## src/rtl/instr_fetch.sv

```systemverilog
// Instruction fetch sequencer feeding the instruction register.
// Holds the program counter and runs a read handshake with instruction memory:
// while mem_rd is high the address is held stable, and the transfer completes
// in the first cycle mem_ready is sampled high (mem_data is valid only then).
// A completed read is presented on im with a one-cycle ir_wr strobe. If no
// ready arrives within TIMEOUT FETCH cycles, the read is abandoned and
// fetch_err pulses for one cycle.
module instr_fetch #(
    parameter int DATA_W   = 16,
    parameter int ADDR_W   = 8,
    parameter int RESET_PC = 0,
    parameter int TIMEOUT  = 15
) (
    input  logic              clk,
    input  logic              rst,
    input  logic              fetch_req,
    input  logic              halt,
    input  logic              jump_en,
    input  logic [ADDR_W-1:0] jump_addr,
    output logic [ADDR_W-1:0] mem_addr,
    output logic              mem_rd,
    input  logic [DATA_W-1:0] mem_data,
    input  logic              mem_ready,
    output logic [DATA_W-1:0] im,
    output logic              ir_wr,
    output logic [ADDR_W-1:0] pc,
    output logic              busy,
    output logic              fetch_err,
    output logic [1:0]        fsm_state
);

    localparam logic [1:0] S_IDLE  = 2'd0;
    localparam logic [1:0] S_FETCH = 2'd1;
    localparam logic [1:0] S_LOAD  = 2'd2;

    localparam int CNT_W = (TIMEOUT > 1) ? $clog2(TIMEOUT) : 1;
    localparam logic [CNT_W-1:0] CNT_LAST = CNT_W'(TIMEOUT - 1);

    logic [1:0]       state;
    logic [CNT_W-1:0] wait_cnt;

    // Sequencer: state, PC, instruction latch, wait counter and error pulse.
    always_ff @(posedge clk or posedge rst) begin
        if (rst) begin
            state     <= S_IDLE;
            pc        <= ADDR_W'(RESET_PC);
            im        <= '0;
            wait_cnt  <= '0;
            fetch_err <= 1'b0;
        end else begin
            fetch_err <= 1'b0;
            case (state)
                S_IDLE: begin
                    wait_cnt <= '0;
                    if (!halt) begin
                        // A jump in the same cycle as a request is fetched from the new PC.
                        if (jump_en) pc <= jump_addr;
                        if (fetch_req) state <= S_FETCH;
                    end
                end
                S_FETCH: begin
                    // Ready on the last permitted cycle still completes the read.
                    if (mem_ready) begin
                        im       <= mem_data;
                        wait_cnt <= '0;
                        state    <= S_LOAD;
                    end else if (wait_cnt == CNT_LAST) begin
                        fetch_err <= 1'b1;
                        wait_cnt  <= '0;
                        state     <= S_IDLE;
                    end else begin
                        wait_cnt <= wait_cnt + 1'b1;
                    end
                end
                S_LOAD: begin
                    // Advance on the same edge the IR captures im; wraps naturally.
                    pc    <= pc + ADDR_W'(1);
                    state <= S_IDLE;
                end
                default: begin
                    state <= S_IDLE;
                end
            endcase
        end
    end

    // Strobes and buses decoded from state so reset clears them immediately.
    always_comb begin
        mem_addr  = pc;
        mem_rd    = (state == S_FETCH);
        ir_wr     = (state == S_LOAD);
        busy      = (state != S_IDLE);
        fsm_state = state;
    end

endmodule

```

## config.mk

```make
export PLATFORM = sky130hd
export DESIGN_NAME = instr_fetch
export DESIGN_NICKNAME = d
export VERILOG_FILES = /design/src/rtl/instr_fetch.sv
export SDC_FILE = /design/constraint.sdc
export NUM_CORES = 1
export LEC_CHECK = 0
export CAP_MARGIN = 20
export CORE_ASPECT_RATIO = 0.9
export CORE_MARGIN = 8
export CORE_UTILIZATION = 45
export CTS_CLUSTER_SIZE = 40
export DETAILED_ROUTE_END_ITERATION = 6
export PLACE_DENSITY = 0.85
export SYNTH_ARGS = -nofsm -noshare
export SYNTH_HDL_FRONTEND = slang
export SYNTH_SLANG_ARGS = --single-unit
```

## constraint.sdc

```tcl
create_clock -name clk -period 3.3 [get_ports clk]
set_clock_uncertainty 0.15 [all_clocks]
set_input_delay 0.495 -clock clk [delete_from_list [all_inputs] [get_ports clk]]
set_output_delay 0.495 -clock clk [all_outputs]
set_load 0.01 [all_outputs]
```

==> qor.yml, run 1 <==
antenna_found_initial: 0
worst_slew_margin_rel_pct: 69.8
synthSimpleGateAreaFrac_pct: 12.2
syn_area_um2: 1530
synthXorXnorAreaFrac_pct: 0
drtIter0Drc: 42
crit_type: "flip-flop to output port"
syn_nets: 170
reg2reg_slack_ps: 1590
r2r-end: "im[11]$_DFFE_PP0P_"
async_flop_share_pct: 100
die-width_um: 77.5
drtAntennaViolNets: 0
routed_wirelength_mm: 4.03
final_core_util_pct: 68.6
cts_tree: "done"
final_cells: 245
clkTransAtPathRegs_ps: 70
cts.htree.levels: 2
fin_crit_sh_pct: 73.6
holdPathStages: 1
vias: 1316
netlist_instances: 137
synth-compound-area-share_pct: 14.9
grt_pass1_vias: 1396
worst-r2r-cell-count: 4
antenna_cells: 0
area_delta_synth_final_pct: 49.1
ys_types: 37
run_status: "finished clean"
worst-path-max-fanout: 12
max_freq_mhz: 412
drv_slew: 0
fin_setup_tns_ps: 0
rows: 20
grt_pass1_wl_mm: 6.88
rsz0062_at_grt: "false"
wl_per_cell_um: 16.4
post-place-cells: 237
setup_violations: 0
hp-class: "flip-flop to flip-flop"
synth_ff_type: "dfrtp_1"
cap_violations: 0
dr.pass1.iters: 4
postCtsSetupRepairBufs: 0
nets: 233
numCtsBuffers: 5
cts_resized: 0
ios: 68
gp_congestion: 0.865
synthMuxAreaShare_pct: 11.8
die_area_um2: 5530
synth-adder-area-share_pct: 2.45
crit_path_start_kind: "flip-flop"
numClockSinks: 31
hold_path.startpoint: "im[5]$_DFFE_PP0P_"
dieHeight_um: 71.4
finalWorstPathRequiredPeriod_ps: 2430
hold_viol_final: 0
worst_pin_slew_ps: 452
clock-root-buffer: "clkbuf_8"
portBuffers: 67
timing.rr.start: "fsm_state[0]$_DFFE_PP0P_"
synth_top_family_by_area: "compound AO/OA/AOI/OAI gates"
drive_gt1_share_pct: 13.9
whs_ps: 342
via_per_inst: 5.37
leakage_nw: 0.963
max-vdd-ir-drop_v: 0.000424
grt_util_all_layers_pct: 15.4
fill_cells: 237
arrival_ps: 1780
min_to: "im[5]$_DFFE_PP0P_"
drc_errors: 0
synth.avg_cell_area_um2: 11.2
clk_latency_ps: 280
ys_seq_elements: 31
synth_edf_count: 0
ys_seq_area_share_pct: 50.6
hold_buffers: 0
crit_path_end_kind: "output port"
yosys_warnings: 0
core_um2: 3330
max-clock-path-buffers: 2
grt_start_max_net_pins: 29
required_ps: 2650
p_per_area_nw_per_um2: 657
initial_core_util_pct: 46.1
grt.overflow.total: 0
detailed_place_hpwl_mm: 3.11
## kinds of logic (layout without fill, tap and decap cells)
group | count (synthesis) | after routing
AOI/OAI and AO/OA | 34 | 34
and+or+nand+nor | 33 | 33
DFF | 31 | 31
buffers and inverters | 20 | 84
muxes | 16 | 16
adders and majority gates | 3 | 3
## worst max-delay path by stage
stage / startpoint / to / slack, ps / cells past startpoint
global route: fsm_state[0]$_DFFE_PP0P_ / mem_rd / 770 / 3
finish: fsm_state[0]$_DFFE_PP0P_ / mem_rd / 870 / 3
floorplan: fsm_state[1]$_DFFE_PP0P_ / mem_addr[3]$_DFFE_PP0P_ / 1760 / 4
CTS: fsm_state[0]$_DFFE_PP0P_ / mem_rd / 850 / 3
global placement: fsm_state[0]$_DFFE_PP0P_ / mem_rd / 1190 / 3
detailed placement: fsm_state[1]$_DFFE_PP0P_ / ir_wr / 1180 / 4
## report_power, final
| group | internal (mW) | switching, mW |
|---|---|---|
| clock network | 0.146 | 0.145 |
| logic | 0.374 | 0.245 |
| registers | 0.491 | 0.0985 |
| total | 1.01 | 0.489 |
## cell usage after synthesis (all sizes together), types with 2 or more instances
cell,count,area share (%)
o31ai,2,0.98
o21ai,5,2.1
inv,7,1.7
nand3,5,1.6
o22a,3,1.7
nor2,6,2.0
ha,3,2.4
a31oi,3,1.2
a21o,3,1.5
and3,2,0.82
nand4,2,0.82
o32ai,2,1.1
a21oi,12,4.4
nand2,7,2.2
buf,13,6.4
dfrtp,31,51
nor3,4,1.3
mux2,16,12
o21a,2,0.98
## flip-flops by register name, indices dropped and copies added (netlist names)
signal	count
im	16
mem_addr	8
wait_cnt	4
fsm_state	2
fetch_err	1
## final cells by class
type,instances,area (um2),share of cell area (%)
clock buffer,5,68.8,3.01
timing repair buffer,69,706,30.9
clock inverter,3,20.0,0.876
sequential,31,776,34.0
inverter,7,26.3,1.15
multi-input combinational,86,633,27.7
tap,44,55.1,2.41
## metrics by stage
stage | total power [mW] | setup slack, ps | instance area [um2]
after floorplan | 0.875 | 1760 | 1530
after global placement | 1.20 | 1190 | 2170
after detailed placement | 1.22 | 1180 | 2200
after CTS | 1.52 | 853 | 2280
after global routing | 1.59 | 766 | 2280
final | 1.50 | 870 | 2280
## layout by cell type (no fill, tap or decap), types with 4 or more instances in the layout
master / n
dfrtp_1: 31
mux2_2: 10
nor2_1: 5
a21oi_1: 10
nand2_1: 6
mux2_1: 6
nand3_1: 5
inv_1: 6
clkbuf_8: 5
nor3_1: 4
clkdlybuf4s50_1: 67
## routing by layer
metal,wire length (um),global-route usage (%),vias to the layer above,share of wire (%)
li1,-,-,612,-
met1,1650,17.4,618,41
met2,1730,23.3,80,43
met3,603,9.75,6,15
met4,46,5.02,0,1.1
met5,0,0,-,0
## critical path, cell delays in order (launching register included)
cell and delay (ps):
dfrtp_1 570, inv_2 200, nor2_4 170, clkdlybuf4s50_1 570
No activity file was read; power rests on OpenSTA's default activity.
==> run 2, diff against run 1 <==
CORE_UTILIZATION = 41   (was 45)
PLACE_DENSITY = 0.79   (was 0.85)
clock period = 2.25 ns   (was 3.3 ns; I/O delays follow)
==> qor.yml, run 2 (synthesis gave the netlist of run 1 again) <==
internal_power_mw: 1.55  # +53%
routed_wirelength_mm: 4.16  # +3.3%
r2r-end: "mem_addr[3]$_DFFE_PP0P_"
drc_errors: 0  # unchanged
core_um2: 3650  # +9.7%
finalPower_mw: 2.26  # +51%
rsz0062_at_grt: "false"
crit_path_start_kind: "flip-flop"
grt_pass1_vias: 1422  # +1.9%
grt_start_max_net_pins: 32  # +10%
portBuffers: 67  # unchanged
vias: 1312  # -0.30%
clock-root-buffer: "clkbuf_8"
dieHeight_um: 74.0  # +3.7%
cap_violations: 0  # unchanged
largest-register: "im"
dpl_cell_area_um2: 2190  # -0.46%
via_per_inst: 5.29  # -1.5%
numCtsBuffers: 5  # unchanged
postCtsSetupRepairBufs: 0  # unchanged
grt_util_all_layers_pct: 14.3  # -1.1 points
swShare_pct: 31.6  # -0.94 points
hp-class: "input pin to asynchronous set/reset pin"
gp_congestion: 0.815  # -5.8%
power.share.sequential_pct: 38.1  # -1.2 points
p_per_area_nw_per_um2: 990  # +51%
detailed_place_hpwl_mm: 3.20  # +3.0%
ios: 68  # unchanged
drv_slew: 0  # unchanged
layout.cells.most_common: "clkdlybuf4s50_1"
hold_viol_final: 0  # unchanged
cts.htree.levels: 2  # unchanged
setup_violations: 0  # unchanged
worst-path-max-fanout: 5  # -7
final_core_util_pct: 62.6  # -6.1 points
antenna_found_initial: 0  # unchanged
initial_core_util_pct: 42.0  # -4.1 points
worst_pin_slew_ps: 396  # -56.0 ps
drive_gt1_share_pct: 13.9  # -0.069 points
worst_slack_ps: 232  # -638 ps
arrival_ps: 1530  # -250 ps
power.switching_uw: 716  # +47%
grt_pass1_wl_mm: 6.57  # -4.5%
cts_tree: "done"
run_status: "finished clean"
hold_buffers: 0  # unchanged
worst-r2r-cell-count: 4  # unchanged
clkTransAtPathRegs_ps: 60  # about the same
max-clock-path-buffers: 2  # unchanged
rows: 21  # +5.0%
numClockSinks: 31  # unchanged
cts_resized: 0  # unchanged
clk_latency_ps: 280  # about the same
timing.rr.start: "fsm_state[1]$_DFFE_PP0P_"
largest_reg_flops: 16  # unchanged
fin_crit_sh_pct: 89.7
finalWorstPathRequiredPeriod_ps: 2020
worst_slew_margin_rel_pct: 73.6  # +3.8 points
die-width_um: 80.5  # +3.8%
crit_path_end_kind: "output port"
fin_area_um2: 2290  # about the same
max-vdd-ir-drop_v: 0.000617  # +46%
area_delta_synth_final_pct: 49.1  # about the same
fin_setup_tns_ps: 0  # unchanged
drtIter0Drc: 56  # +33%
antenna_cells: 0  # unchanged
required_ps: 1760  # -890 ps
pwr-share-comb_pct: 40.4  # -0.9 points
die_area_um2: 5950  # +7.6%
grt.overflow.total: 0  # unchanged
drtAntennaViolNets: 0  # unchanged
reg2reg_slack_ps: 550  # -1040 ps
leakage_nw: 0.972  # +0.89%
nets: 234  # +0.43%
crit_type: "flip-flop to output port"
pwr-share-clk_pct: 21.5  # +2.1 points
final_cell_mix: "clkdlybuf4s50_1 (67), dfrtp_1 (31), mux2_2 (10), a21oi_1 (10), clkbuf_8 (7)"
max_freq_mhz: 496
wl_per_cell_um: 16.8  # +2.0%
post-place-ws_ps: 443  # -733 ps
dr.pass1.iters: 4  # unchanged
==> run 2: final cells by class <==
class,count,area [um2]
fillers,294,1370
flip-flops and latches,31,776
repair buffers,70,693
multi-input cells,86,633
clock buffers,8,100
well taps,46,57.6
inverters,7,26.3
==> run 2: stage by stage <==
stage / std cells / hold slack (ps)
2_1_floorplan: 137 / 259
3_3_place_gp: 240 / 324
3_5_place_dp: 240 / 332
4_1_cts: 248 / 298
5_1_grt: 248 / 332
6_report: 248 / 285
==> run 2: power by group through the flow <==
stage	Combinational, mW	Sequential, mW	Clock (mW)
final	0.914	0.863	0.487
after global routing	0.986	0.890	0.514
after CTS	0.929	0.866	0.493
after detailed placement	0.924	0.873	0
after global placement	0.911	0.856	0
after floorplan	0.357	0.925	0
==> run 2: worst max-delay path by stage <==
stage / start / endpoint / slack, ps / cells past startpoint
finish: fsm_state[1]$_DFFE_PP0P_ / ir_wr / 230 / 3
global route: fsm_state[1]$_DFFE_PP0P_ / ir_wr / 110 / 3
CTS: fsm_state[1]$_DFFE_PP0P_ / ir_wr / 200 / 3
detailed placement: jump_en / mem_addr[6]$_DFFE_PP0P_ / 440 / 4
global placement: jump_en / mem_addr[3]$_DFFE_PP0P_ / 460 / 4
floorplan: fsm_state[1]$_DFFE_PP0P_ / mem_addr[3]$_DFFE_PP0P_ / 710 / 4
==> run 2: layer usage <==
| metal | track usage [%] | part of all wire (%) | vias up |
|---|---|---|---|
| met5 | 0 | 0 | - |
| met4 | 4.84 | 0.91 | 0 |
| met3 | 8.33 | 14 | 4 |
| met2 | 23.8 | 46 | 79 |
| met1 | 14.7 | 38 | 619 |
| li1 | - | - | 610 |
==> run 2: critical path: stages (launching register included) <==
cell and delay (ps):
dfrtp_1 450, inv_1 140, nor2_1 110, clkdlybuf4s50_1 550
